## src/rtl/cache_types_package.sv

```systemverilog
// Shared cache types: the set line layout and the SRAM handshake state.
package cache_types_package;
  localparam int WAYS  = 2;
  localparam int MRU   = $clog2(WAYS);
  localparam int TAG_W = 26;

  typedef logic [31:0] word_t;

  typedef struct packed {
    logic [TAG_W-1:0] tag;
    logic [2:0]       idx;
    logic             blkoff;
    logic [1:0]       bytoff;
  } dcachef_t;

  typedef struct packed {
    logic             v;
    logic             dirty;
    logic [TAG_W-1:0] tag;
    word_t [1:0]      data;
  } cache_way_t;

  typedef struct packed {
    cache_way_t [WAYS-1:0] set;
    logic [MRU-1:0]        mru;
  } cacheline_t;

  localparam int LINE_W = $bits(cacheline_t);

  typedef enum logic [1:0] {
    FREE   = 2'b00,
    BUSY   = 2'b01,
    ACCESS = 2'b10
  } sram_state_t;
endpackage

```

## src/rtl/cache_sram_array.sv

```systemverilog
// Per-set line storage: async clear, synchronous write, combinational read on one port.
module cache_sram_array
  import cache_types_package::*;
#(
  parameter int SETS  = 8,
  parameter int IDX_W = $clog2(SETS)
) (
  input  logic              CLK,
  input  logic              nRST,
  input  logic              wen,
  input  logic [IDX_W-1:0]  addr,
  input  logic [LINE_W-1:0] wdata,
  output logic [LINE_W-1:0] rdata
);
  logic [LINE_W-1:0] mem [SETS];

  always_ff @(posedge CLK or negedge nRST) begin
    if (!nRST) begin
      for (int i = 0; i < SETS; i++) mem[i] <= '0;
    end else if (wen) begin
      mem[addr] <= wdata;
    end
  end

  assign rdata = mem[addr];
endmodule

```

## src/rtl/cache_sram.sv

```systemverilog
// Variable-latency set storage behind the dcache controller.
// state  | meaning
// FREE   | idle, accepting a new request
// BUSY   | latency countdown on latched op
// ACCESS | one-cycle completion, cacheline valid
module cache_sram
  import cache_types_package::*;
#(
  parameter int SETS    = 8,
  parameter int IDX_W   = $clog2(SETS),
  parameter int ACC_LAT = 2,
  parameter int CNT_W   = 16
) (
  input  logic              CLK,
  input  logic              nRST,
  input  logic              sramREN,
  input  logic              sramWEN,
  input  logic [IDX_W-1:0]  sramaddr,
  input  logic [LINE_W-1:0] ramstore,
  output logic [LINE_W-1:0] cacheline,
  output sram_state_t       sramstate,
  output logic [CNT_W-1:0]  acc_count
);
  localparam int CW = (ACC_LAT > 1) ? $clog2(ACC_LAT) : 1;

  sram_state_t       state, next_state;
  logic [CW-1:0]     cnt, next_cnt;
  logic [IDX_W-1:0]  addr_q, op_addr;
  logic              wr_q, op_wr;
  logic [LINE_W-1:0] store_q, op_store, arr_rdata;
  logic              req, accept, enter_acc, arr_wen;

  assign req    = sramREN | sramWEN;
  assign accept = (state == FREE) && req;

  always_ff @(posedge CLK or negedge nRST) begin
    if (!nRST) begin
      state <= FREE;
      cnt   <= '0;
    end else begin
      state <= next_state;
      cnt   <= next_cnt;
    end
  end

  always_comb begin
    next_state = state;
    next_cnt   = cnt;
    case (state)
      FREE: begin
        if (req) begin
          next_cnt   = CW'(ACC_LAT - 1);
          next_state = (ACC_LAT == 1) ? ACCESS : BUSY;
        end
      end
      BUSY: begin
        next_cnt = cnt - CW'(1);
        if (cnt == CW'(1)) next_state = ACCESS;
      end
      ACCESS:  next_state = FREE;
      default: next_state = FREE;
    endcase
  end

  // With ACC_LAT = 1 the op completes on the accepting edge, so live inputs feed the array.
  always_comb begin
    sramstate = state;
    enter_acc = (next_state == ACCESS) && (state != ACCESS);
    op_addr   = (state == FREE) ? sramaddr : addr_q;
    op_wr     = (state == FREE) ? sramWEN  : wr_q;
    op_store  = (state == FREE) ? ramstore : store_q;
    arr_wen   = enter_acc && op_wr;
  end

  always_ff @(posedge CLK or negedge nRST) begin
    if (!nRST) begin
      addr_q    <= '0;
      wr_q      <= 1'b0;
      store_q   <= '0;
      cacheline <= '0;
      acc_count <= '0;
    end else begin
      if (accept) begin
        addr_q <= sramaddr;
        wr_q   <= sramWEN;
        if (sramWEN) store_q <= ramstore;
      end
      if (enter_acc) begin
        cacheline <= op_wr ? op_store : arr_rdata;
        acc_count <= acc_count + CNT_W'(1);
      end
    end
  end

  cache_sram_array #(.SETS(SETS), .IDX_W(IDX_W)) u_array (
    .CLK   (CLK),
    .nRST  (nRST),
    .wen   (arr_wen),
    .addr  (op_addr),
    .wdata (op_store),
    .rdata (arr_rdata)
  );
endmodule
```

## config.mk

```make
export PLATFORM = sky130hd
export DESIGN_NAME = cache_sram
export DESIGN_NICKNAME = d
export VERILOG_FILES = /design/src/rtl/cache_types_package.sv /design/src/rtl/cache_sram_array.sv /design/src/rtl/cache_sram.sv
export SDC_FILE = /design/constraint.sdc
export NUM_CORES = 2
export LEC_CHECK = 0
export CAP_MARGIN = 20
export CORE_ASPECT_RATIO = 1.1
export CORE_MARGIN = 3
export CORE_UTILIZATION = 55
export CTS_BUF_LIST = sky130_fd_sc_hd__clkbuf_8
export CTS_CLUSTER_SIZE = 12
export DETAILED_ROUTE_END_ITERATION = 10
export PLACE_DENSITY = 0.79
export SLEW_MARGIN = 20
export SYNTH_ARGS = -nofsm -noshare
export SYNTH_HDL_FRONTEND = slang
export SYNTH_HIERARCHICAL = 1
export SYNTH_SLANG_ARGS = --single-unit
```

## constraint.sdc

```tcl
create_clock -name CLK -period 3.9 [get_ports CLK]
set_clock_uncertainty 0.05 [all_clocks]
set_input_delay 0.39 -clock CLK [delete_from_list [all_inputs] [get_ports CLK]]
set_output_delay 0.39 -clock CLK [all_outputs]
set_load 0.01 [all_outputs]
```

# Word-level counts from Yosys, hierarchy flattened
# Index checks and enable logic that the tools add are counted.
[word_totals] in_bits=192 elab_cells=48 ff_bits=1873 output_inout_bits=203
[op_classes] order_cmp=2 addsub=2 reduce_logical=8 eq_ne=4 mux=15 bitwise_logic=2
[op_table] operator="1480-bit bitwise mux" count=1
[op_table] operator="185-bit two-way mux" count=5
[op_table] operator="185-bit binary-select mux with 3-bit select" count=1
[op_table] operator="185-bit demux with 3-bit select" count=1
[op_table] operator="16-bit by 1-bit adder with 16-bit output, second input constant" count=1
[op_table] operator="4-bit >= comparator, second input constant" count=1
[op_table] operator="1-bit logical AND" count=4
[op_table] operator="4-bit by 1-bit less-than comparator with 1-bit output, second input constant" count=1
[op_table] operator="2-bit two-way mux" count=2
[op_table] operator="2-bit inequality test, second input constant" count=2
[op_table] operator="3-bit inverter with 4-bit output" count=1
[op_table] operator="2-bit case mux with 2 select lines" count=1
[op_table] operator="2-bit AND reduction" count=2
[op_table] operator="3-bit two-way mux" count=1
[op_table] operator="2-bit by 1-bit equality test with 1-bit output, second input constant" count=1
[op_table] operator="2-bit equality test, second input constant" count=1
[op_table] operator="2-bit zero test" count=1
[op_table] operator="1-bit two-way mux" count=2
[op_table] operator="1-bit case mux with 2 select lines" count=1
[op_table] operator="2-bit nonzero test" count=1
[op_table] operator="1-bit OR" count=1
[op_table] operator="1-bit subtractor, second input constant" count=1

# Longest topological paths before layout
[logic_depth] depth_word=8 ltp_mapped=14 mapped_depth_nobuf=8

# By module
# Netlist, hierarchy kept.
[by_module_without_submodules] mod="cache_sram_array" area_per_inst_um2=66353.6 seq_area_each_um2=37035.5 instances=1 cells_each=4482
[by_module_without_submodules] mod="cache_sram" area_per_inst_um2=20392.1 seq_area_each_um2=9834.4 instances=1 cells_each=2313

# Worst setup path before layout
# OpenSTA, ideal clock, no wires.
[synth_path] path_kind="reg-to-reg" from="register state[0] (netlist: sramstate[0])" to="register cacheline[156]" t_required_ps=3724 slack_ps=1053 stages_incl_launch_ff=14 period_less_slack_ps=2847 setup_time_ps=126 t_arrival_ps=2671 n_path_buf=5 cell_sequence="dfrtp_1 > buf_2 > nor2_1 > buf_2 > nand2_1 > nand2_1 > buf_4 > buf_6 > clkbuf_1 > mux2_2 > a32oi_1 > o211ai_1 > nor2_1 > o21ai_0"
[synth_via] elab_chain_len=7 elab_cells_between_ends=16 classes_between="3 x eq/ne; 10 x mux; 1 x bitwise; 2 x reduce/logical"
[synth_lines] item="start: declaration" line_no="cache_sram.sv:26" rtl="sram_state_t state, next_state;"
[synth_lines] item="start signal: assignment" line_no="cache_sram.sv:41" rtl="state <= next_state;"
[synth_lines] item="2-bit zero test" line_no="cache_sram.sv:69" rtl="op_addr = (state == FREE) ? sramaddr : addr_q;"
[synth_lines] item="3-bit two-way mux" line_no="cache_sram.sv:69"
[synth_lines] item="named net op_addr[2]" line_no="cache_sram.sv:28" rtl="logic [IDX_W-1:0] addr_q, op_addr;"
[synth_lines] item="3-bit inverter with 4-bit output (not written as such)" line_no="cache_sram_array.sv:25" rtl="assign rdata = mem[addr];"
[synth_lines] item="185-bit binary-select mux with 3-bit select" line_no="cache_sram_array.sv:25"
[synth_lines] item="185-bit two-way mux (not written as such) (2 in a row)" line_no="cache_sram_array.sv:25"
[synth_lines] item="named net arr_rdata[156]" line_no="cache_sram.sv:30" rtl="logic [LINE_W-1:0] store_q, op_store, arr_rdata;"
[synth_lines] item="185-bit two-way mux" line_no="cache_sram.sv:89" rtl="cacheline <= op_wr ? op_store : arr_rdata;"
[synth_lines] item="end signal: assignment" line_no="cache_sram.sv:89"
[synth_lines] item="end: declaration" line_no="cache_sram.sv:20" rtl="output logic [LINE_W-1:0] cacheline,"
# The timed path passes the listed nets, and every way through them passes these cells. The select of a mux whose other input is x is not followed.
# A chain may end at the register's enable or synchronous reset.

# Final worst setup path
[layout_path] from="register state[1] (netlist: sramstate[1])" to="output sramstate[1]"
[layout_rtl] item="end: declaration" line_no="cache_sram.sv:21" rtl="output sram_state_t sramstate,"
# No word-level cell between the ends.

==> impl_metrics.env <==
export IMPL_detailedRoute_firstPassIterationCount=6
export IMPL_cp_required_ns=3.46
export IMPL_postSynthRegisterBits=1873
export IMPL_final_nets=7479
export IMPL_p_total_mw=93.61
export IMPL_hold_path_class="in2reg"
export IMPL_rr_startpoint="sramstate[0]$_DFF_PN0_"
export IMPL_async_reset_ff_frac=1.000
export IMPL_period_share=0.9236
export IMPL_post_cts_repair_setup_buffers=0
export IMPL_cp_slowest_cell="clkdlybuf4s50_1"
export IMPL_route_vias_total=59790
export IMPL_average_routed_wire_per_standard_cell_um=25.10
export IMPL_worst_pin_slew_ns=1.243
export IMPL_nFillCells=11460
export IMPL_timing_fmax_mhz=277.6
export IMPL_initial_antenna_violation_count=3
export IMPL_path_type_of_the_worst_setup_path="reg2out"
export IMPL_max_vdd_ir_drop_v=0.0007817
export IMPL_floorplan_initialDensity=0.5549
export IMPL_drive_above_1_share=0.3073
export IMPL_worst_hold_startpoint="ramstore[22]"
export IMPL_syn_area_per_cell_sq_um=12.77
export IMPL_finalCriticalPeriod_ns=3.602
export IMPL_grt_pass1_wl_um=370800
export IMPL_fp_dieH_um=422.5
export IMPL_cts_max_level=5
export IMPL_cts_sinks=1873
export IMPL_core_rowCount=152
export IMPL_area_growth_syn_to_layout_pct=15.78
export IMPL_min_path_cells=2
export IMPL_wirelength_um=240700
export IMPL_relSlewSlack=0.1711
export IMPL_final_hold_viol_count=0
export IMPL_reg2reg_setup_slack_ns=0.48
export IMPL_tritoncts="yes"
export IMPL_place_gp_congestion=0.8038
export IMPL_grt_pass1_vias=62740
export IMPL_clockBufferDepth=4
export IMPL_post_synth_main_area_contributors="dfrtp_1 (54%), mux2_2 (21%), mux2i_1 (4.6%), nand2_1 (3.5%), nand4b_1 (1.9%)"
export IMPL_run_status="complete, no violations"
export IMPL_grt_ovfl_total=0
export IMPL_floorplan_die_area_sq_um=162500
export IMPL_synthesis_nets=6988
export IMPL_ioPinCount=395
export IMPL_reg2regPathDepth=9
export IMPL_netlist_area_sq_um=86750
export IMPL_synth_enable_flop_cells=0
export IMPL_synth_area_leader_cell="dfrtp_1"
export IMPL_remaining_drc_errors=0
export IMPL_critPathMaxStageDelay_ns=0.65
export IMPL_io_buffers=394
export IMPL_placed_area_sq_um=92490
export IMPL_tritoncts_num_buffers=317
export IMPL_whs_endpoint="store_q[22]$_DFFE_PN0P_"
export IMPL_unrepaired_setup_endpoints_after_global_routing="no"
export IMPL_seq_area_frac_synth=0.5403
export IMPL_maximum_number_of_pins_on_one_net_before_global_route_repair=143
export IMPL_clk_insertion_delay_late_ns=1.04
export IMPL_cp_cell_sequence="buf_4, buf_6, clkdlybuf4s50_1"
export IMPL_yosys_most_used_dff="dfrtp_1"
export IMPL_startpoint_type="register"
export IMPL_finalSetupTns_ns=0
export IMPL_critical_path_endpoint_type="primary output"
export IMPL_core_area_sq_um=156300
export IMPL_die_width_um=384.7
export IMPL_first_drt_iteration_drcs=4488
export IMPL_drt_vias_per_instance=6.236
export IMPL_worstPathArrival_ns=3.16
export IMPL_post_route_cell_area_sq_um=100400
export IMPL_post_synth_top_area_fraction=0.5403
export IMPL_worstReg2RegEnd="cacheline[167]$_DFFE_PN0P_"
export IMPL_p_leak_nw=46.42
export IMPL_detailed_place_hpwl_um=138500
export IMPL_layout_cells_most_common="dfrtp_1"
export IMPL_power_per_cell_area_nw_per_um2=932.1
export IMPL_drtAntennaViolNets=0
export IMPL_cts_reportedPaths_clkPinSlew_ns=0.06
export IMPL_crit_fanout=73
export IMPL_timing_max_cap_violations=0
export IMPL_synth_cell_type_count=51
export IMPL_grt_total_usage=0.2928
export IMPL_cts_root_buf="clkbuf_8"
export IMPL_post_synth_inst_count=6795
export IMPL_most_common_layout_cells="dfrtp_1 (1869), mux2_2 (1652), nand2_1 (815)"
export IMPL_final_max_slew_violation_count=0
export IMPL_setup_viol_count_final=0
export IMPL_synth_warnings=6
-- logic make-up after synthesis --
group / Yosys count / synth area share
muxes: 2154 / 0.2794
AOI/OAI and AO/OA: 774 / 0.06512
buffers and inverters: 547 / 0.03377
and+or+nand+nor: 1431 / 0.07978
adders and majority gates: 1 / 0.0001442
xor gates and xnor gates: 15 / 0.001515
DFF: 1873 / 0.5403
-- registers in the layout (all words and copies together) (netlist names) --
signal       flops
u_array/mem   1480
addr_q           3
cnt              1
cacheline      185
store_q        185
acc_count       16
sramstate        2
wr_q             1
-- cell usage after synthesis, types with 2 or more instances --
cell type     n
a211o_1      47
a21boi_0      5
a21o_1        3
a21oi_1      44
a221o_1     116
a22oi_1      47
a32oi_1      47
and2_1        4
and4_1        2
buf_1        13
buf_2       220
buf_4        95
buf_6        32
clkbuf_1    181
dfrtp_1    1873
inv_1         4
mux2_1       64
mux2_2     1652
mux2i_1     396
mux4_2       42
nand2_1     819
nand2b_1    189
nand3_1       8
nand3_2       2
nand4_1       3
nand4b_1    186
nor2_1      199
nor2b_1       2
nor3_1        3
nor3_2        3
o211ai_1     47
o21ai_0      46
o21ai_1     139
o22ai_1     116
o2bb2ai_1   116
or3b_2        2
xnor2_1      12
xor2_1        3
-- what timing repair did --
item                                    4_1_cts  5_1_grt
gates resized for setup                       0        1
hold buffers                                179        0
endpoints found under the hold margin      1015        0
endpoints found under the setup margin        0        1
-- layout make-up --
type                       count  area [sq um]  share of cell area
inverter                       5         26.28           0.0002616
multi-input combinational   4375         37110              0.3695
clock buffer                 384          5285             0.05262
sequential                  1873         46890              0.4668
clock inverter               152         828.3            0.008247
timing repair buffer         714          7684             0.07651
tap                         2079          2601             0.02590
antenna                        6         15.01           0.0001495
-- worst max-delay path: cells and delay by family, from the launching register on --
kind,cells,cell delay [ns]
buf+inv,3,1.64
flops,1,0.47
-- how the worst max path moves through the flow --
stage / slack (ns) / end / cells past startpoint / start
5_1_grt: 0.21 / sramstate[1] / 3 / sramstate[1]$_DFF_PN0_
4_1_cts: 0.02 / sramstate[1] / 3 / sramstate[1]$_DFF_PN0_
3_5_place_dp: 0.40 / u_array/mem[658]$_DFFE_PN0P_ / 9 / sramWEN
3_3_place_gp: 0.43 / u_array/mem[665]$_DFFE_PN0P_ / 9 / sramWEN
6_report: 0.30 / sramstate[1] / 3 / sramstate[1]$_DFF_PN0_
2_1_floorplan: 1.05 / cacheline[156]$_DFFE_PN0P_ / 13 / sramstate[0]$_DFF_PN0_
-- metal layers --
| metal | up-vias | global-route usage | wire, um | share of wire |
|---|---|---|---|---|
| li1 | 25500 | - | - | - |
| met2 | 2403 | 0.4748 | 115500 | 0.48 |
| met3 | 578 | 0.04885 | 15880 | 0.066 |
| met4 | 0 | 0.1245 | 9623 | 0.040 |
| met1 | 31320 | 0.3909 | 99630 | 0.41 |
| met5 | - | 0 | 0 | 0 |
-- power by group --
group          internal (mW)  switching, mW  total [mW]
sequential              28.1           4.75        32.9
combinational           18.3           25.2        43.6
clock                   9.32           7.83        17.1
total                   55.8           37.8        93.6
-- metrics by stage --
step	cells	hold WS [ns]	setup WS, ns	utilization
2_1_floorplan	6795	0.04441	1.053	-
3_3_place_gp	8867	0.4124	0.4344	0.5916
3_5_place_dp	8867	0.4083	0.3979	0.5916
4_1_cts	9582	0.001397	0.02305	0.6423
5_1_grt	9584	0.02379	0.2122	0.6424
6_report	9588	0.09045	0.2979	0.6424
(Power assumes the default switching activity.)
